<file path="src/rtl/vpu2_acc.sv">
// vpu2_acc: two-lane modular accumulator behind the VPU2 MulAcc datapath.
// Optional input/protocol checking with o_acc_err under `VPU2_ACC_CHK_EN.
module vpu2_acc #(
  parameter int unsigned        DWIDTH = 39,
  parameter logic [DWIDTH-1:0]  MOD    = 39'h40_0080_0001,
  parameter int unsigned        CNTW   = 8
) (
  input  logic                  clk,
  input  logic                  rst,
  input  logic                  i_acc_start,
  input  logic [CNTW-1:0]       i_acc_len,
  input  logic                  i_acc_vld,
  input  logic [2*DWIDTH-1:0]   i_acc_din,
  output logic                  o_acc_busy,
  output logic                  o_acc_vld,
  input  logic                  i_acc_rdy,
  output logic [2*DWIDTH-1:0]   o_acc_dout
`ifdef VPU2_ACC_CHK_EN
  ,
  output logic                  o_acc_err
`endif
);

  typedef enum logic [1:0] {
    IDLE = 2'd0,
    ACC  = 2'd1,
    HOLD = 2'd2
  } state_t;

  state_t            state;
  logic [DWIDTH-1:0] acc0;
  logic [DWIDTH-1:0] acc1;
  logic [CNTW-1:0]   cnt;
  logic [CNTW-1:0]   len_q;

  logic [DWIDTH-1:0] din0;
  logic [DWIDTH-1:0] din1;
  logic [DWIDTH:0]   s0;
  logic [DWIDTH:0]   s1;
  logic [DWIDTH:0]   m_ext;
  logic [DWIDTH-1:0] nxt0;
  logic [DWIDTH-1:0] nxt1;
  logic              last;

  assign din0  = i_acc_din[DWIDTH-1:0];
  assign din1  = i_acc_din[2*DWIDTH-1:DWIDTH];
  assign m_ext = {1'b0, MOD};
  assign last  = (cnt == len_q - CNTW'(1));

  // Operands are < MOD, so one conditional subtract fully reduces the sum.
  always_comb begin
    s0   = {1'b0, acc0} + {1'b0, din0};
    s1   = {1'b0, acc1} + {1'b0, din1};
    nxt0 = DWIDTH'((s0 >= m_ext) ? s0 - m_ext : s0);
    nxt1 = DWIDTH'((s1 >= m_ext) ? s1 - m_ext : s1);
  end

  always_ff @(posedge clk or posedge rst) begin
    if (rst) begin
      state      <= IDLE;
      acc0       <= '0;
      acc1       <= '0;
      cnt        <= '0;
      len_q      <= '0;
      o_acc_busy <= 1'b0;
      o_acc_vld  <= 1'b0;
      o_acc_dout <= '0;
    end else begin
      unique case (state)
        IDLE: begin
          if (i_acc_start) begin
            acc0       <= '0;
            acc1       <= '0;
            cnt        <= '0;
            len_q      <= i_acc_len;
            o_acc_busy <= 1'b1;
            if (i_acc_len != '0) begin
              state <= ACC;
            end else begin
              state      <= HOLD;
              o_acc_vld  <= 1'b1;
              o_acc_dout <= '0;
            end
          end
        end
        ACC: begin
          if (i_acc_vld) begin
            acc0 <= nxt0;
            acc1 <= nxt1;
            cnt  <= cnt + CNTW'(1);
            if (last) begin
              state      <= HOLD;
              o_acc_vld  <= 1'b1;
              o_acc_dout <= {nxt1, nxt0};
            end
          end
        end
        HOLD: begin
          if (i_acc_rdy) begin
            state      <= IDLE;
            o_acc_vld  <= 1'b0;
            o_acc_busy <= 1'b0;
          end
        end
        default: begin
          state      <= IDLE;
          o_acc_vld  <= 1'b0;
          o_acc_busy <= 1'b0;
        end
      endcase
    end
  end

`ifdef VPU2_ACC_CHK_EN
  logic chk;

  // Flags protocol misuse and out-of-range lanes; the beat itself is
  // still handled exactly as in the unchecked build.
  assign chk = (i_acc_vld && state != ACC)
             || (i_acc_start && state != IDLE)
             || (i_acc_vld && state == ACC
                 && (din0 >= MOD || din1 >= MOD));

  always_ff @(posedge clk or posedge rst) begin
    if (rst) o_acc_err <= 1'b0;
    else if (chk) o_acc_err <= 1'b1;
  end
`endif

endmodule

</file>
<file path="config.mk">
export PLATFORM = sky130hd
export DESIGN_NAME = vpu2_acc
export DESIGN_NICKNAME = d
export VERILOG_FILES = /design/src/rtl/vpu2_acc.sv
export SDC_FILE = /design/constraint.sdc
export NUM_CORES = 1
export LEC_CHECK = 0
export CAP_MARGIN = 10
export CORE_MARGIN = 10
export CORE_UTILIZATION = 52
export CTS_CLUSTER_DIAMETER = 80
export DETAILED_ROUTE_END_ITERATION = 10
export GPL_TIMING_DRIVEN = 0
export PLACE_DENSITY = 0.78
export SETUP_SLACK_MARGIN = 0.3
export SYNTH_ARGS = -nofsm -noshare
export SYNTH_HDL_FRONTEND = slang
export SYNTH_SLANG_ARGS = --single-unit
</file>
<file path="constraint.sdc">
create_clock -name clk -period 5.5 [get_ports clk]
set_input_delay 0.55 -clock clk [delete_from_list [all_inputs] [get_ports clk]]
set_output_delay 0.55 -clock clk [all_outputs]
set_load 0.01 [all_outputs]
</file>
## Word level (Yosys, flattened, before mapping)

Index checks and enable logic that the tools add are counted.

- Bits in registers: 176
- Input port bits: 91
- Logic and storage cells: 63

- $add $sub $neg: 6
- Magnitude comparators: 2
- Eq/ne operators: 8
- Muxes and demuxes: 29
- Bitwise gates (word level): 1
- Reductions and logical operators: 9

Operators by type and width:

| kind | number |
|---|---|
| $mux W78 | 4 |
| $mux W39 | 5 |
| $pmux W39 S2 | 2 |
| $pmux W78 S2 | 1 |
| $add A39 B39 Y40 | 2 |
| $ge A40 B39 Y1 const B | 2 |
| $sub A39 B39 Y39 const B | 2 |
| $mux W8 | 2 |
| $pmux W8 S2 | 1 |
| $mux W2 | 5 |
| $ne A2 B2 Y1 const B | 5 |
| $reduce_and A5 Y1 | 2 |
| $add A8 B1 Y8 const B | 1 |
| $eq A8 B8 Y1 | 1 |
| $reduce_bool A8 Y1 | 1 |
| $sub A8 B1 Y8 const B | 1 |
| $mux W1 | 6 |
| $pmux W1 S3 | 2 |
| $pmux W2 S3 | 1 |
| $reduce_and A3 Y1 | 2 |
| $reduce_and A4 Y1 | 1 |
| $eq A2 B1 Y1 const B | 1 |
| $eq A2 B2 Y1 const B | 1 |
| $logic_not A2 Y1 | 1 |
| other kinds (3) | 3 |

## Depth between registers and ports, before layout

Gate-level depths: netlist of the first run.

- Depth in word-level cells: 6
- Mapped depth: 16

## Least setup slack after synthesis of the first run

Ideal clock, no wire load.

- Path type: input to register
- From: input i_acc_din[39]
- To: register acc1[28]
- Library setup time: 0.134 ns
- Arrival: 4.264 ns
- Data required time: 5.366 ns
- Slack: 1.102 ns
- Stages on the path: 16
- Path through: ha_1 > fa_1 > a21oi_1 > o211ai_2 > a31oi_4 > o41ai_1 > xor2_1 > or4_1 > buf_2 > o41a_4 > nor4_2 > a21oi_2 > buf_6 > nand4b_1 > xor2_1 > o21ai_0

- Longest elaborated chain between the ends: 5

Ends and longest elaborated chain:

| element | line | RTL |
|---|---|---|
| start, declared | 13 | `input logic [2*DWIDTH-1:0] i_acc_din,` |
| $add A39 B39 Y40 (*) | 53 | `s1 = {1'b0, acc1} + {1'b0, din1};` |
| $sub A39 B39 Y39 or $ge A40 B39 Y1 (tied branches) | 55 | `nxt1 = DWIDTH'((s1 >= m_ext) ? s1 - m_ext : s1);` |
| $mux W39 (*) | 55 |  |
| $mux W39 (*) | 87 | `if (i_acc_vld) begin` |
| $pmux W39 S2 (*) | 69 | `unique case (state)` |
| end signal, assigned | 89 | `acc1 <= nxt1;` |
| end, declared | 32 | `logic [DWIDTH-1:0] acc1;` |

Mark *: on every way between the ends. The rest lies on a longest branch, timed or not. The select of a mux whose other input is x is not followed.
A chain may end at the register's enable or synchronous reset.

## Final worst setup path of the first run

- From: input i_acc_din[39]
- To: register acc1[26]

Same word-level chain as after synthesis.

==> summary.md, run 1 <==
| Metric | Value |
|---|---|
| Outcome | `finished, final reports clean` |
| Layout Skew | `12.0 ps` |
| Max Transition Viols Final | `0` |
| Die footprint | `between 30000 and 40000 um^2` |
| Pleak | `around 7.3 nW` |
| Total CTS buffers | `17` |
| Seq/Total Area, Yosys | `a little under a third` |
| Crit path required time | `between 5000 and 6000 ps` |
| Fillers | `around 2400` |
| Initial Util | `53.0%` |
| IO Pins | `between 150 and 200` |
| Max Cap Violations | `0` |
| Worst vdd ir | `~0.26 mV` |
| Fin nets | `between 2000 and 2500` |
| Crit path launch type | `input pin` |
| CP max FO | `10` |
| Number of flops mapped to enable cells by yosys | `0` |
| TNS Setup | `0 ps` |
| CTS max path bufs | `2` |
| Netlist Area Pre-Place | `approximately 14000 um^2` |
| Crit end category | `flip-flop` |
| 1st-iter DRT viols | `1438` |
| Diodes inserted | `0` |
| Chip Width | `roughly 190 um` |
| Fin. Hold Viols | `0` |
| Post-synth cell types | `91` |
| Clock-pin transition on the worst setup and hold timing paths | `~80 ps` |
| Pwr per Cell Area | `slightly below 700 nW/um^2` |
| Max frequency | `roughly 0.2 GHz` |
| Synth warn | `0` |
| Rows | `60` |
| Initial antenna violation count | `0` |
| Register area | `approximately 4400 um^2` |
| Area of the multi-input gates | `approximately 9500 um^2` |
| Routed wire length | `~48 mm` |
| Post-synth ARST share | `100%` |
| Routed Antenna Nets | `0` |
| Global-route wire length before repair | `around 76 mm` |
| Die Y | `roughly 190 um` |
| Cells after Synth | `around 1800` |
| Crit Path Category | `input pin to flip-flop` |
| Total GRT Usage | `around 28%` |
| Measured slew at the worst slew-check pin | `793 ps` |
| Drc violations | `0` |
| Tcrit/Tclk final | `93.2%` |
| DR pass1 iterations | `5` |
| Arrival @ worst endpoint | `5440 ps` |
| Syn_nets | `approximately 2000` |
| Hold buffers post-CTS | `0` |
| Fin area | `approximately 17000 um^2` |
| Syn_area_per_cell | `about 8.0 um^2` |
| Total Power | `approximately 12 mW` |
| Placeable Area | `27000 um^2` |
| Rel. slew slack | `46.6%` |
| Largest net degree at the start of global routing | `slightly above 40` |
| Placed wire-length estimate | `just under 40 mm` |
| Vias in the first global route | `14200` |
| GP Congestion | `a little under 1` |
| H-tree lvl count | `4` |
| RSZ-0062 raised after global routing | `false` |
| Dpl ws | `-209 ps` |
| Hold Crit Class | `flip-flop to flip-flop` |
| FF-to-FF setup slack | `590 ps` |
| CTS tree | `done` |
| Commonest non-fill, non-tap cell in the layout | `nand2_1` |
| Via density | `6.27` |
| Most frequent cells in the layout | `nand2_1 (279), o21ai_0 (186), dfrtp_1 (176)` |
| Port buffer count | `170` |
| Share of cells above drive strength 1 | `roughly 6%` |
| Minimum clock period | `slightly above 5000 ps` |
| CTS root buf | `clkbuf_16` |
| Yosys reg bits | `roughly 180` |
| Clk_lat worst skew | `440 ps` |
| Ys flop type | `dfrtp_1` |
| Cell Area, Placed | `16500 um^2` |
| Clk sinks | `between 150 and 200` |
| Wire per inst | `approximately 20 um` |
| GRT Residual Overflow | `0` |
| Layout area overhead | `21.3%` |
| Final Worst Setup Slack | `between 300 and 400 ps` |
| Final Setup Violations | `0` |
| Vias | `about 15000` |
## report_power, final
group          internal [mW]  switching (mW)
registers               1.89           0.423
clock network          0.780           0.609
logic                   3.00            5.00
total                   5.67            6.03
## per-stage QoR
stage | cells | hold slack, ps | util, %
floorplan | 1797 | 454 | -
global placement | 2308 | 461 | 60.9
detailed placement | 2312 | 466 | 61.2
CTS | 2344 | 482 | 63.6
global route | 2350 | 504 | 64.3
finish | 2350 | 476 | 64.3
## worst paths after layout
| path | cells past startpoint | from | to |
|---|---|---|---|
| max in group asynchronous | 3 | rst | o_acc_dout[18] |
| worst max register to register | 16 | acc1[0] | acc1[26] |
| worst min-delay path | 2 | o_acc_dout[28] | o_acc_dout[28] |
| worst max-delay path | 17 | i_acc_din[39] | acc1[26] |
| worst min register to register | 2 | o_acc_dout[28] | o_acc_dout[28] |
| min in group asynchronous | 2 | rst | o_acc_dout[31] |
## cells by family after synthesis
| logic type | after synthesis | synth area share [%] |
|---|---|---|
| buffers and inverters | 139 | 3.86 |
| xor gates and xnor gates | 123 | 7.52 |
| and+or+nand+nor | 694 | 23.7 |
| adders and majority gates | 86 | 7.62 |
| AOI/OAI and AO/OA | 561 | 25.3 |
| muxes | 18 | 1.33 |
| DFF | 176 | 30.7 |
## cell usage after synthesis, drive strengths merged (26+ instances only)
| cell type | instances | area (um^2) |
|---|---|---|
| a211oi | 26 | 208 |
| a21o | 38 | 285 |
| a21oi | 107 | 554 |
| clkbuf | 87 | 328 |
| dfrtp | 176 | 4400 |
| ha | 84 | 1050 |
| inv | 39 | 146 |
| nand2 | 281 | 1060 |
| nand3 | 58 | 290 |
| nand4 | 32 | 200 |
| nor2 | 109 | 409 |
| nor3 | 38 | 190 |
| o21ai | 219 | 1100 |
| xnor2 | 62 | 543 |
| xor2 | 61 | 534 |
## worst max-delay path, cell delays in order
cell	delay (ps)
clkdlybuf4s50_1	460
ha_1	280
fa_1	440
a21oi_1	270
o211ai_2	200
a31oi_4	330
o41ai_2	140
xor2_1	170
or4_1	490
buf_2	180
o41a_4	550
nor4_4	370
and2_1	230
buf_4	210
nor4_1	80
xnor2_1	160
o21ai_0	310
## routing by layer
metal,vias to the layer above,track usage (%),part of all wire (%)
met2,631,48.3,48
met3,103,3.18,6.1
met1,7052,34.3,42
met5,-,0,0
met4,0,10.1,3.5
li1,6948,-,-
## final cells by class
cell class	instances	share of cell area [%]
multi-input combinational	1482	54.8
sequential	176	25.3
timing repair buffer	180	10.5
clock buffer	18	2.47
tap	341	2.45
buffer	100	2.34
clock inverter	14	1.25
inverter	39	0.864
## registers in the layout, summed over array words and instances (netlist names)
name / count
state: 2
o_acc_dout: 78
acc1: 39
acc0: 39
len_q: 8
cnt: 8
o_acc_vld: 1
o_acc_busy: 1
## what timing repair did
item                                    in CTS  in global routing
hold endpoints to repair                     0                  0
setup buffers                                0                  5
gates resized for setup                      2                 24
pin swaps                                    0                  2
endpoints found under the setup margin      11                103
cloned                                       0                  0
(Power assumes the default switching activity.)
==> run 2: changes to the inputs <==
- GPL_ROUTABILITY_DRIVEN: unset -> 0
==> run 2 against run 1 <==
Net effect: routed wire length down 2.9%; via count increased by 0.15%; fmax is 0.99% higher; global-route usage shrank 0.88 points; die area unchanged; critical path depth did not move; register-to-register slack gained 50 ps; sequential share of layout area grew 0.19 points; clock power shrank 9%; critical endpoint is now acc1[13].
==> summary.md, run 2 (synthesized netlist as in run 1, its figures left out) <==
| Metric | Value |
|---|---|
| Initial antenna violation count | `0 (unchanged)` |
| Global-route wire length before repair | `74.2 mm (was 75.9 mm)` |
| Routed wire length | `46.9 mm (was 48.3 mm)` |
| H-tree lvl count | `4 (unchanged)` |
| Crit path required time | `5810 ps (was 5820 ps)` |
| Fin. Hold Viols | `0 (unchanged)` |
| Area of the multi-input gates | `9470 um^2 (was 9520 um^2)` |
| Layout Skew | `11.4 ps (was 12.0 ps)` |
| Largest regs | `o_acc_dout (78), acc0 (39), acc1 (39) (unchanged)` |
| CP max stage delay | `550 ps (about the same)` |
| Tcrit/Tclk final | `92.2% (was 93.2%)` |
| Arrival @ worst endpoint | `5380 ps (was 5440 ps)` |
| Port buffer count | `170 (unchanged)` |
| R2R depth | `14 (was 16)` |
| FF-to-FF setup slack | `640 ps (was 590 ps)` |
| Clock-pin transition on the worst setup and hold timing paths | `70 ps (was 80 ps)` |
| Hold Path End | `o_acc_dout[24] (was o_acc_dout[28])` |
| Rel. slew slack | `42.1% (was 46.6%)` |
| Worst r2r dst | `o_acc_dout[29] (was acc1[26])` |
| Final Setup Violations | `0 (unchanged)` |
| Worst path cell trace | `clkdlybuf4s50_1 -> ha_1 -> fa_1 -> a21oi_2 -> o211ai_2 -> a31oi_4 -> o41ai_2 -> xor2_1 -> or4_1 -> buf_2 -> o41a_4 -> nor4_4 -> and2_1 -> buf_4 -> nor3_1 -> xnor2_2 -> o21ai_0 (was clkdlybuf4s50_1 -> ha_1 -> fa_1 -> a21oi_1 -> o211ai_2 -> a31oi_4 -> o41ai_2 -> xor2_1 -> or4_1 -> buf_2 -> o41a_4 -> nor4_4 -> and2_1 -> buf_4 -> nor4_1 -> xnor2_1 -> o21ai_0)` |
| Die Y | `186 um (unchanged)` |
| CTS max path bufs | `2 (unchanged)` |
| DR pass1 iterations | `8 (was 5)` |
| Drc violations | `0 (unchanged)` |
| Fin nets | `2170 (was 2173)` |
| Fillers | `2333 (was 2367)` |
| Outcome | `finished, final reports clean (unchanged)` |
| Minimum clock period | `5070 ps (was 5120 ps)` |
| WHS | `481 ps (was 476 ps)` |
| CP max FO | `10 (unchanged)` |
| Dpl ws | `-82.7 ps (was -209 ps)` |
| Clk sinks | `176 (unchanged)` |
| Routed Antenna Nets | `0 (unchanged)` |
| Vias in the first global route | `14000 (was 14200)` |
| Total GRT Usage | `26.8% (was 27.7%)` |
| Clk_lat worst skew | `450 ps (was 440 ps)` |
| Worst vdd ir | `0.301 mV (was 0.260 mV)` |
| Pwr per Cell Area | `666 nW/um^2 (was 674 nW/um^2)` |
| Pleak | `7.24 nW (was 7.28 nW)` |
| Max frequency | `0.197 GHz (was 0.195 GHz)` |
| 1st-iter DRT viols | `1786 (was 1438)` |
| Crit end category | `flip-flop (unchanged)` |
| Hold Crit Class | `flip-flop to flip-flop (unchanged)` |
| Share of cells above drive strength 1 | `5.48% (was 5.97%)` |
| Reg with most FFs | `o_acc_dout (unchanged)` |
| Number of flip-flops under the largest register name | `78 (unchanged)` |
| Hold wc startpoint | `o_acc_dout[24] (was o_acc_dout[28])` |
| Crit Path Category | `input pin to flip-flop (unchanged)` |
| Commonest non-fill, non-tap cell in the layout | `nand2_1 (unchanged)` |
| Via density | `6.29 (was 6.27)` |
| Largest net degree at the start of global routing | `43 (was 41)` |
| Register area | `4400 um^2 (unchanged)` |
| Most frequent cells in the layout | `nand2_1 (279), o21ai_0 (186), dfrtp_1 (176) (unchanged)` |
| Final Worst Setup Slack | `427 ps (was 376 ps)` |
| Placeable Area | `27000 um^2 (unchanged)` |
| CTS tree | `done (unchanged)` |
| Placed wire-length estimate | `37.3 mm (was 38.6 mm)` |
| IO Pins | `171 (unchanged)` |
| Hold buffers post-CTS | `0 (unchanged)` |
| Vias | `14800 (was 14700)` |
| Layout area overhead | `20.4% (was 21.3%)` |
| CP max stage cell | `o41a_4 (unchanged)` |
| CTS root buf | `clkbuf_16 (unchanged)` |
| Die footprint | `34600 um^2 (unchanged)` |
| Rows | `60 (unchanged)` |
| Initial Util | `53.0% (unchanged)` |
| Total CTS buffers | `17 (unchanged)` |
| Max Transition Viols Final | `0 (unchanged)` |
| Hold Path Cell Cnt | `2 (unchanged)` |
| Wire per inst | `20.0 um (was 20.5 um)` |
| Reg-to-Reg Start | `acc0[14] (was acc1[0])` |
| Measured slew at the worst slew-check pin | `860 ps (was 793 ps)` |
| Crit path launch type | `input pin (unchanged)` |
| Diodes inserted | `0 (unchanged)` |
| Max Cap Violations | `0 (unchanged)` |
| Chip Width | `186 um (unchanged)` |
| GRT Residual Overflow | `0 (unchanged)` |
| RSZ-0062 raised after global routing | `false (unchanged)` |
## run 2: cell count changes in the layout (fill, tap and decap cells not counted), sizes merged
cell / before / now
clkinv: 1 / 6
clkbuf: 106 / 105
bufinv: 4 / 1
buf: 22 / 19
clkinvlp: 3 / 2
## run 2: worst max path at each step
stage / cells past startpoint / from / slack (ps) / endpoint
6_report: 17 / i_acc_din[39] / 430 / acc1[13]
5_1_grt: 17 / i_acc_din[39] / 270 / o_acc_dout[52]
4_1_cts: 16 / i_acc_din[39] / 360 / acc1[16]
3_5_place_dp: 17 / i_acc_din[39] / -80 / acc1[16]
3_3_place_gp: 16 / i_acc_din[39] / -30 / acc1[15]
2_1_floorplan: 16 / i_acc_din[39] / 1100 / acc1[28]
## run 2: per-stage QoR
step                      setup TNS (ps)  std cells  utilization, %  area [um^2]  total power, mW
after floorplan                        0       1797               -        14300             7.49
after global placement             -94.1       2308            60.9        16500             9.68
after detailed placement            -350       2312            61.2        16500             9.90
after CTS                              0       2344            63.4        17100             11.2
after global routing                   0       2347            63.8        17300             12.3
final                                  0       2347            63.8        17300             11.5
## run 2: what timing repair did
action,4_1_cts,5_1_grt
endpoints found under the setup margin,0,88
gates resized for setup,0,17
setup buffers,0,2
endpoints found under the hold margin,0,0
## run 2: worst max-delay path, delay by kind of cell
family	cells	cell delay [ps]
xor gates and xnor gates	2	460
buffers and inverters	3	840
and+or+nand+nor	4	1150
AOI/OAI and AO/OA	6	1630
adders and majority gates	2	730
## run 2: metal layers
| layer | vias to the layer above | track usage [%] | part of all wire, % | routed length (um) |
|---|---|---|---|---|
| li1 | 6922 | - | - | - |
| met1 | 7016 | 33.3 | 40 | 18800 |
| met2 | 706 | 46.3 | 49 | 23000 |
| met3 | 112 | 4.06 | 7.5 | 3520 |
| met4 | 0 | 8.90 | 3.2 | 1510 |
| met5 | - | 0 | 0 | 0 |
## run 2: report_power, final
part	total, mW	switching (mW)	internal, mW
sequential	2.31	0.418	1.89
combinational	7.91	4.95	2.96
clock	1.26	0.613	0.650
## run 2: final cells by class
type / count / area share [%]
Buffer: 100 / 2.36
Multi-Input combinational cell: 1482 / 54.9
Clock inverter: 15 / 0.994
Sequential cell: 176 / 25.5
Tap cell: 341 / 2.47
Timing Repair Buffer: 177 / 10.4
Clock buffer: 17 / 2.47
Inverter: 39 / 0.870
